--- config.mk ---
export PLATFORM = sky130hd
export DESIGN_NAME = cla_pipe_adder
export DESIGN_NICKNAME = d
export VERILOG_FILES = /design/src/rtl/alu_pkg.sv /design/src/rtl/pg_gen4.sv /design/src/rtl/cla_pipe_adder.sv
export SDC_FILE = /design/constraint.sdc
export NUM_CORES = 1
export LEC_CHECK = 0
export ABC_AREA = 1
export BUFFER_PORTS_ARGS = -buffer_cell sky130_fd_sc_hd__buf_4
export CAP_MARGIN = 25
export CORE_MARGIN = 2
export CORE_UTILIZATION = 57
export DETAILED_ROUTE_END_ITERATION = 10
export GPL_ROUTABILITY_DRIVEN = 0
export GPL_TIMING_DRIVEN = 1
export PLACE_DENSITY = 0.89
export SYNTH_ARGS = -nofsm -noshare
export SYNTH_HDL_FRONTEND = slang
export SYNTH_HIERARCHICAL = 1
export SYNTH_SLANG_ARGS = --single-unit
--- constraint.sdc ---
create_clock -name clk_i -period 3.38 [get_ports clk_i]
set_input_delay 0.169 -clock clk_i [delete_from_list [all_inputs] [get_ports clk_i]]
set_output_delay 0.169 -clock clk_i [all_outputs]
set_load 0.005 [all_outputs]
--- src/rtl/alu_pkg.sv ---
// Shared ALU datapath definitions: group width, op encoding and the result flag bundle.
package alu_pkg;

    localparam int unsigned GRP_W = 4;

    localparam logic OP_ADD = 1'b0;
    localparam logic OP_SUB = 1'b1;

    typedef struct packed {
        logic carry;
        logic zero;
        logic neg;
        logic ovf;
    } alu_flags_t;

endpackage

--- src/rtl/pg_gen4.sv ---
// Combinational 4-bit propagate/generate cell: per-bit p/g plus group P/G.
module pg_gen4
    import alu_pkg::*;
(
    input  logic [GRP_W-1:0] a_i,
    input  logic [GRP_W-1:0] b_i,
    output logic [GRP_W-1:0] p_o,
    output logic [GRP_W-1:0] g_o,
    output logic             gp_o,
    output logic             gg_o
);

    assign p_o  = a_i ^ b_i;
    assign g_o  = a_i & b_i;
    assign gp_o = &p_o;
    assign gg_o = g_o[3]
                | (p_o[3] & g_o[2])
                | (p_o[3] & p_o[2] & g_o[1])
                | (p_o[3] & p_o[2] & p_o[1] & g_o[0]);

endmodule

--- src/rtl/cla_pipe_adder.sv ---
// Two-stage pipelined carry-lookahead adder/subtractor with valid/ready on both sides.
// Stage 1 registers p/g and group P/G; stage 2 resolves carries and registers sum and flags.
module cla_pipe_adder
    import alu_pkg::*;
#(
    parameter int unsigned WIDTH = 32
) (
    input  logic             clk_i,
    input  logic             rst_ni,
    input  logic             in_valid_i,
    output logic             in_ready_o,
    input  logic [WIDTH-1:0] a_i,
    input  logic [WIDTH-1:0] b_i,
    input  logic             op_i,
    output logic             out_valid_o,
    input  logic             out_ready_i,
    output logic [WIDTH-1:0] sum_o,
    output logic             carry_o,
    output logic             zero_o,
    output logic             neg_o,
    output logic             ovf_o
);

    localparam int unsigned NG  = WIDTH / GRP_W;
    localparam int unsigned MSB = WIDTH - 1;

    if ((WIDTH % GRP_W) != 0 || WIDTH < 8) begin : g_width_check
        $error("cla_pipe_adder: WIDTH must be a multiple of 4 and at least 8");
    end

    // Handshake
    logic adv1, adv2, accept, s2_load;

    logic             s1_valid_q, s1_valid_d;
    logic [WIDTH-1:0] s1_p_q, s1_g_q;
    logic [NG-1:0]    s1_gp_q, s1_gg_q;
    logic             s1_cin_q, s1_a_msb_q, s1_b_msb_q;

    logic             out_valid_q, out_valid_d;
    logic [WIDTH-1:0] sum_q;
    alu_flags_t       flags_q;

    assign adv2       = !out_valid_q || out_ready_i;
    assign adv1       = !s1_valid_q || adv2;
    assign in_ready_o = adv1;
    assign accept     = in_valid_i && adv1;
    assign s2_load    = s1_valid_q && adv2;

    // Stage 1: operand conditioning and P/G generation
    logic             cin_w;
    logic [WIDTH-1:0] b_eff_w, p_w, g_w;
    logic [NG-1:0]    gp_w, gg_w;

    assign cin_w   = (op_i != OP_ADD);
    assign b_eff_w = (op_i == OP_SUB) ? ~b_i : b_i;

    for (genvar k = 0; k < NG; k++) begin : g_pg
        pg_gen4 u_pg_gen4 (
            .a_i  (a_i[k*GRP_W +: GRP_W]),
            .b_i  (b_eff_w[k*GRP_W +: GRP_W]),
            .p_o  (p_w[k*GRP_W +: GRP_W]),
            .g_o  (g_w[k*GRP_W +: GRP_W]),
            .gp_o (gp_w[k]),
            .gg_o (gg_w[k])
        );
    end

    always_comb begin
        s1_valid_d = s1_valid_q;
        if (adv1) begin
            s1_valid_d = in_valid_i;
        end
    end

    always_ff @(posedge clk_i or negedge rst_ni) begin
        if (!rst_ni) begin
            s1_valid_q <= 1'b0;
            s1_p_q     <= '0;
            s1_g_q     <= '0;
            s1_gp_q    <= '0;
            s1_gg_q    <= '0;
            s1_cin_q   <= 1'b0;
            s1_a_msb_q <= 1'b0;
            s1_b_msb_q <= 1'b0;
        end else begin
            s1_valid_q <= s1_valid_d;
            if (accept) begin
                s1_p_q     <= p_w;
                s1_g_q     <= g_w;
                s1_gp_q    <= gp_w;
                s1_gg_q    <= gg_w;
                s1_cin_q   <= cin_w;
                s1_a_msb_q <= a_i[MSB];
                s1_b_msb_q <= b_eff_w[MSB];
            end
        end
    end

    // Stage 2: each group carry is a flat sum of products over the group terms, so the
    // depth is one lookahead level rather than a chain through the groups.
    logic [NG:0]      grp_c;
    logic [WIDTH-1:0] bit_c, sum_w;
    alu_flags_t       flags_w;

    always_comb begin
        logic acc;
        logic term;
        grp_c[0] = s1_cin_q;
        for (int k = 0; k < NG; k++) begin
            acc = s1_cin_q;
            for (int m = 0; m <= k; m++) begin
                acc = acc & s1_gp_q[m];
            end
            for (int j = 0; j <= k; j++) begin
                term = s1_gg_q[j];
                for (int m = j + 1; m <= k; m++) begin
                    term = term & s1_gp_q[m];
                end
                acc = acc | term;
            end
            grp_c[k+1] = acc;
        end
    end

    for (genvar k = 0; k < NG; k++) begin : g_intra
        localparam int unsigned B = k * GRP_W;
        assign bit_c[B]   = grp_c[k];
        assign bit_c[B+1] = s1_g_q[B] | (s1_p_q[B] & grp_c[k]);
        assign bit_c[B+2] = s1_g_q[B+1]
                          | (s1_p_q[B+1] & s1_g_q[B])
                          | (s1_p_q[B+1] & s1_p_q[B] & grp_c[k]);
        assign bit_c[B+3] = s1_g_q[B+2]
                          | (s1_p_q[B+2] & s1_g_q[B+1])
                          | (s1_p_q[B+2] & s1_p_q[B+1] & s1_g_q[B])
                          | (s1_p_q[B+2] & s1_p_q[B+1] & s1_p_q[B] & grp_c[k]);
    end

    assign sum_w         = s1_p_q ^ bit_c;
    assign flags_w.carry = grp_c[NG];
    assign flags_w.zero  = (sum_w == '0);
    assign flags_w.neg   = sum_w[MSB];
    assign flags_w.ovf   = (s1_a_msb_q == s1_b_msb_q) && (sum_w[MSB] != s1_a_msb_q);

    // Output stage
    always_comb begin
        out_valid_d = out_valid_q;
        if (adv2) begin
            out_valid_d = s1_valid_q;
        end
    end

    always_ff @(posedge clk_i or negedge rst_ni) begin
        if (!rst_ni) begin
            out_valid_q <= 1'b0;
            sum_q       <= '0;
            flags_q     <= '0;
        end else begin
            out_valid_q <= out_valid_d;
            if (s2_load) begin
                sum_q   <= sum_w;
                flags_q <= flags_w;
            end
        end
    end

    assign out_valid_o = out_valid_q;
    assign sum_o       = sum_q;
    assign carry_o     = flags_q.carry;
    assign zero_o      = flags_q.zero;
    assign neg_o       = flags_q.neg;
    assign ovf_o       = flags_q.ovf;

endmodule
==> key figures <==
Outcome
  – Outcome: completed

Place
  – Placed cells: 1016
  – Pre-CTS setup slack: 0.9688 ns
  – PortBufs: about 110
  – Post-DP HPWL: roughly 11000 µm
  – DP Area: a little over 7000 µm²

Clock network
  – CTS tree: done
  – Post-CTS Setup Bufs: 0
  – Clock Tree Buf Depth: 2
  – Clock root buffer master: clkbuf_8
  – Clock Sinks: 112
  – Clock-pin slew on the worst setup and hold paths: 0.10 ns
  – H-tree depth: 3
  – Clock Latency Late Sink: 0.37 ns
  – Total CTS buffers: 9

Setup path
  – R2R Path Start: s1_cin_q
  – Cells along the critical path: nand2_2 -> nand3_2 -> nand3_2 -> nand2_4 -> nand2_4 -> nand2_4 -> nand3_2 -> nand2_2 -> ha_1 -> nor2_1 -> xor2_1 -> nand3_1 -> nor2_1 -> nand3_1 -> nor2_1 -> nand3_1 -> nor2_1 -> nand2_1 -> nor2_1 -> nand3_1 -> nand2_1
  – Worst Setup EP: zero_o
  – WP data required: 3.69 ns
  – R2R cell count: 21
  – RR Endpoint: zero_o
  – CP Data Arrival Time: between 2 and 3 ns
  – Critical Path Source Type: flop
  – CP most frequent cell: nor2_1
  – CP Capture Type: flop
  – Setup crit start: s1_cin_q
  – Crit path kind: reg2reg
  – Highest cell delay on the worst timing path: 0.45 ns
  – Worst R2R Setup Slack: between 0.8 and 0.9 ns
  – Slowest cell on crit path: dfrtp_1
  – Crit path max fanout: 5

STA
  – Setup violators final: 0
  – Count of pins over their slew limit: 0
  – Period utilisation layout: 0.7397
  – Setup ws final: 0.8797 ns
  – Least-Margin Pin Slew: 0.7881 ns
  – RSZ-0062 raised after global routing: no
  – Clock skew: 0.008723 ns
  – Fmax achieved: 0.4000 GHz
  – Final Hold Vio Count: 0
  – Rel. slew slack: 0.4740
  – Final Critical Period: 2.500 ns
  – Setup TNS: 0 ns

Die
  – Number of I/O pins: 107
  – Core area: 10750 µm²
  – Die area: 11780 µm²
  – Die height: about 110 µm
  – Initial Utilization: 0.5795
  – Die width: 108.5 µm
  – Row cnt: 38

Global route
  – First-pass GRT wire length: 23500 µm
  – Initial antenna violation count: 0
  – Largest net degree at the start of global routing: 116
  – M2 GR Usage: 0.3969
  – Met1 GRT Util: 0.3572
  – GRT Util Overall: 0.2524
  – GR Util met3: 0.03677
  – Vias in the first global route: 5093
  – Total global routing overflow: 0
  – Gr busiest metal: met2

Yosys
  – Synth top area cells: dfrtp_1, nand2_1, ha_1, xor2_1, o21ai_0
  – Post-synth EDFFs: 0
  – Post-synth top area share: 0.4501
  – Synth Flop Type: dfrtp_1
  – Compound-Gate Fraction of Synth Area: 0.07434
  – Commonest cells in the netlist: nand2_1, dfrtp_1, inv_1
  – Synth cell types: 27
  – Synthesis Warnings: 6
  – Sequential fraction of the synthesis area: 0.4501
  – Yosys top cell by area: dfrtp_1
  – Most common cell in the synthesized netlist: nand2_1
  – Post-synth ARST share: 1.000
  – Cells after Synth: 793
  – Post-synthesis xor/xnor area fraction: 0.06329
  – Syn Nets: 902
  – #FFs+latches synth: 112
  – Synth Cell Area: 6227 µm²
  – Synth Area per Inst: 7.853 µm²
  – Post-synthesis mux area share: 0
  – Post-Synth Adder-Cell Area: 0.08037
  – Main combinational cell family by area after synthesis: simple AND/OR/NAND/NOR gates
  – Synth Area in Simple Gates: 0.2696

Finish
  – Synth-to-layout area growth: 17.56%
  – Layout cells sized above 1: 0.1557
  – Ant diodes: 0
  – Final net count: 997
  – Final non-filler cell total: between 1k and 1.5k
  – Final instance area: about 7300 µm²

Route
  – Routed vias/inst: 5.398
  – WL per Instance: roughly 14 µm
  – Routed Antenna Nets: 0
  – Initial DRC Count: 466
  – Routed wire length: 14320 µm
  – DRC: 0
  – Total number of vias: 5576
  – Drt pass-1 iters: 5

Power and ir drop
  – Pwr dens: 571.1 nW/µm²
  – Worst VDD drop: 0.0003482 V
  – Tot Pwr: 4181 µW
  – LEAKAGE: 0.003933 µW

Worst hold path
  – Hold Path Origin: a_i[31]
  – Hold crit path type: in2reg

Job
  – Max Cap Viol: 0
## per-layer routing
layer	vias to the layer above	wire [µm]
met5	-	0
met4	0	309
met3	30	893
met2	215	6559
met1	2618	6558
li1	2713	-
## kinds of logic after synthesis
| family | count (synthesis) |
|---|---|
| XOR/XNOR | 45 |
| AND/OR/NAND/NOR | 411 |
| adder cells (fa/ha/maj) | 40 |
| flip-flops | 112 |
| buffers and inverters | 100 |
| AO/OA/AOI/OAI | 85 |
## stage by stage
stage	util	hold WS [ns]
finish	0.6813	0.02916
global route	0.6813	0.02732
CTS	0.6813	0.02272
detailed placement	0.6633	0.2196
global placement	0.6633	0.2168
floorplan	-	-0.1266
## layout by cell type (no fill, tap or decap)
master	instances
nand2_4	3
nand3_1	34
clkbuf_1	1
dfrtp_1	112
buf_4	109
nand2_2	6
nor3_1	1
clkinvlp_4	2
xnor2_1	1
xor2_1	44
o21ai_0	58
clkinv_2	1
a31oi_1	7
o2111ai_1	1
dlygate4sd3_1	1
o211ai_1	1
ha_1	40
clkbuf_8	11
a21oi_1	9
nand2_1	293
clkinv_4	1
a221oi_1	6
o21ai_1	3
inv_2	1
inv_1	72
nor4_1	1
nor2_1	57
nand4_1	12
buf_12	1
nand3_2	3
and2_2	1
## state kept, by name (all words and copies together) (netlist names), 8 cells and up
| register | count |
|---|---|
| sum_o | 32 |
| s1_gp_q | 8 |
| s1_g_q | 24 |
| s1_p_q | 32 |
| s1_gg_q | 8 |
## power by group
group | total (µW) | switching, µW | internal, µW | leakage (µW)
Sequential | 1940 | 258 | 1680 | 0.00140
Clock | 741 | 432 | 309 | 0.0000886
Combinational | 1500 | 841 | 662 | 0.00244
Total | 4180 | 1530 | 2650 | 0.00393
## critical path, delay by kind of cell, from the launching register on
kind                     cells  cell delay [ns]
XOR/XNOR                     1             0.19
adder cells (fa/ha/maj)      1             0.20
AND/OR/NAND/NOR             19             1.60
flip-flops                   1             0.45
## worst min-delay path by stage
stage                  to  slack, ns  cells after the start
3_5_place_dp   s1_g_q[10]       0.22                      1
5_1_grt        s1_a_msb_q       0.03                      3
3_3_place_gp   s1_g_q[10]       0.22                      1
4_1_cts        s1_a_msb_q       0.02                      3
2_1_floorplan     carry_o      -0.13                      0
6_report       s1_a_msb_q       0.03                      3
## layout make-up
class                           instances  area (µm²)
Sequential cell                       112        2803
Timing Repair Buffer                  111       848.3
Clock inverter                          4       28.78
Tap cell                              140       175.2
Clock buffer                           12       155.1
Inverter                               73       274.0
Multi-Input combinational cell        581        3037
Fill cell                             844        3425
## repair_timing
item	4_1_cts	5_1_grt
hold buffers	1	0
setup endpoints to repair	0	0
endpoints found under the hold margin	48	0
resized for setup	0	0
No activity file was read; power rests on OpenSTA's default activity.
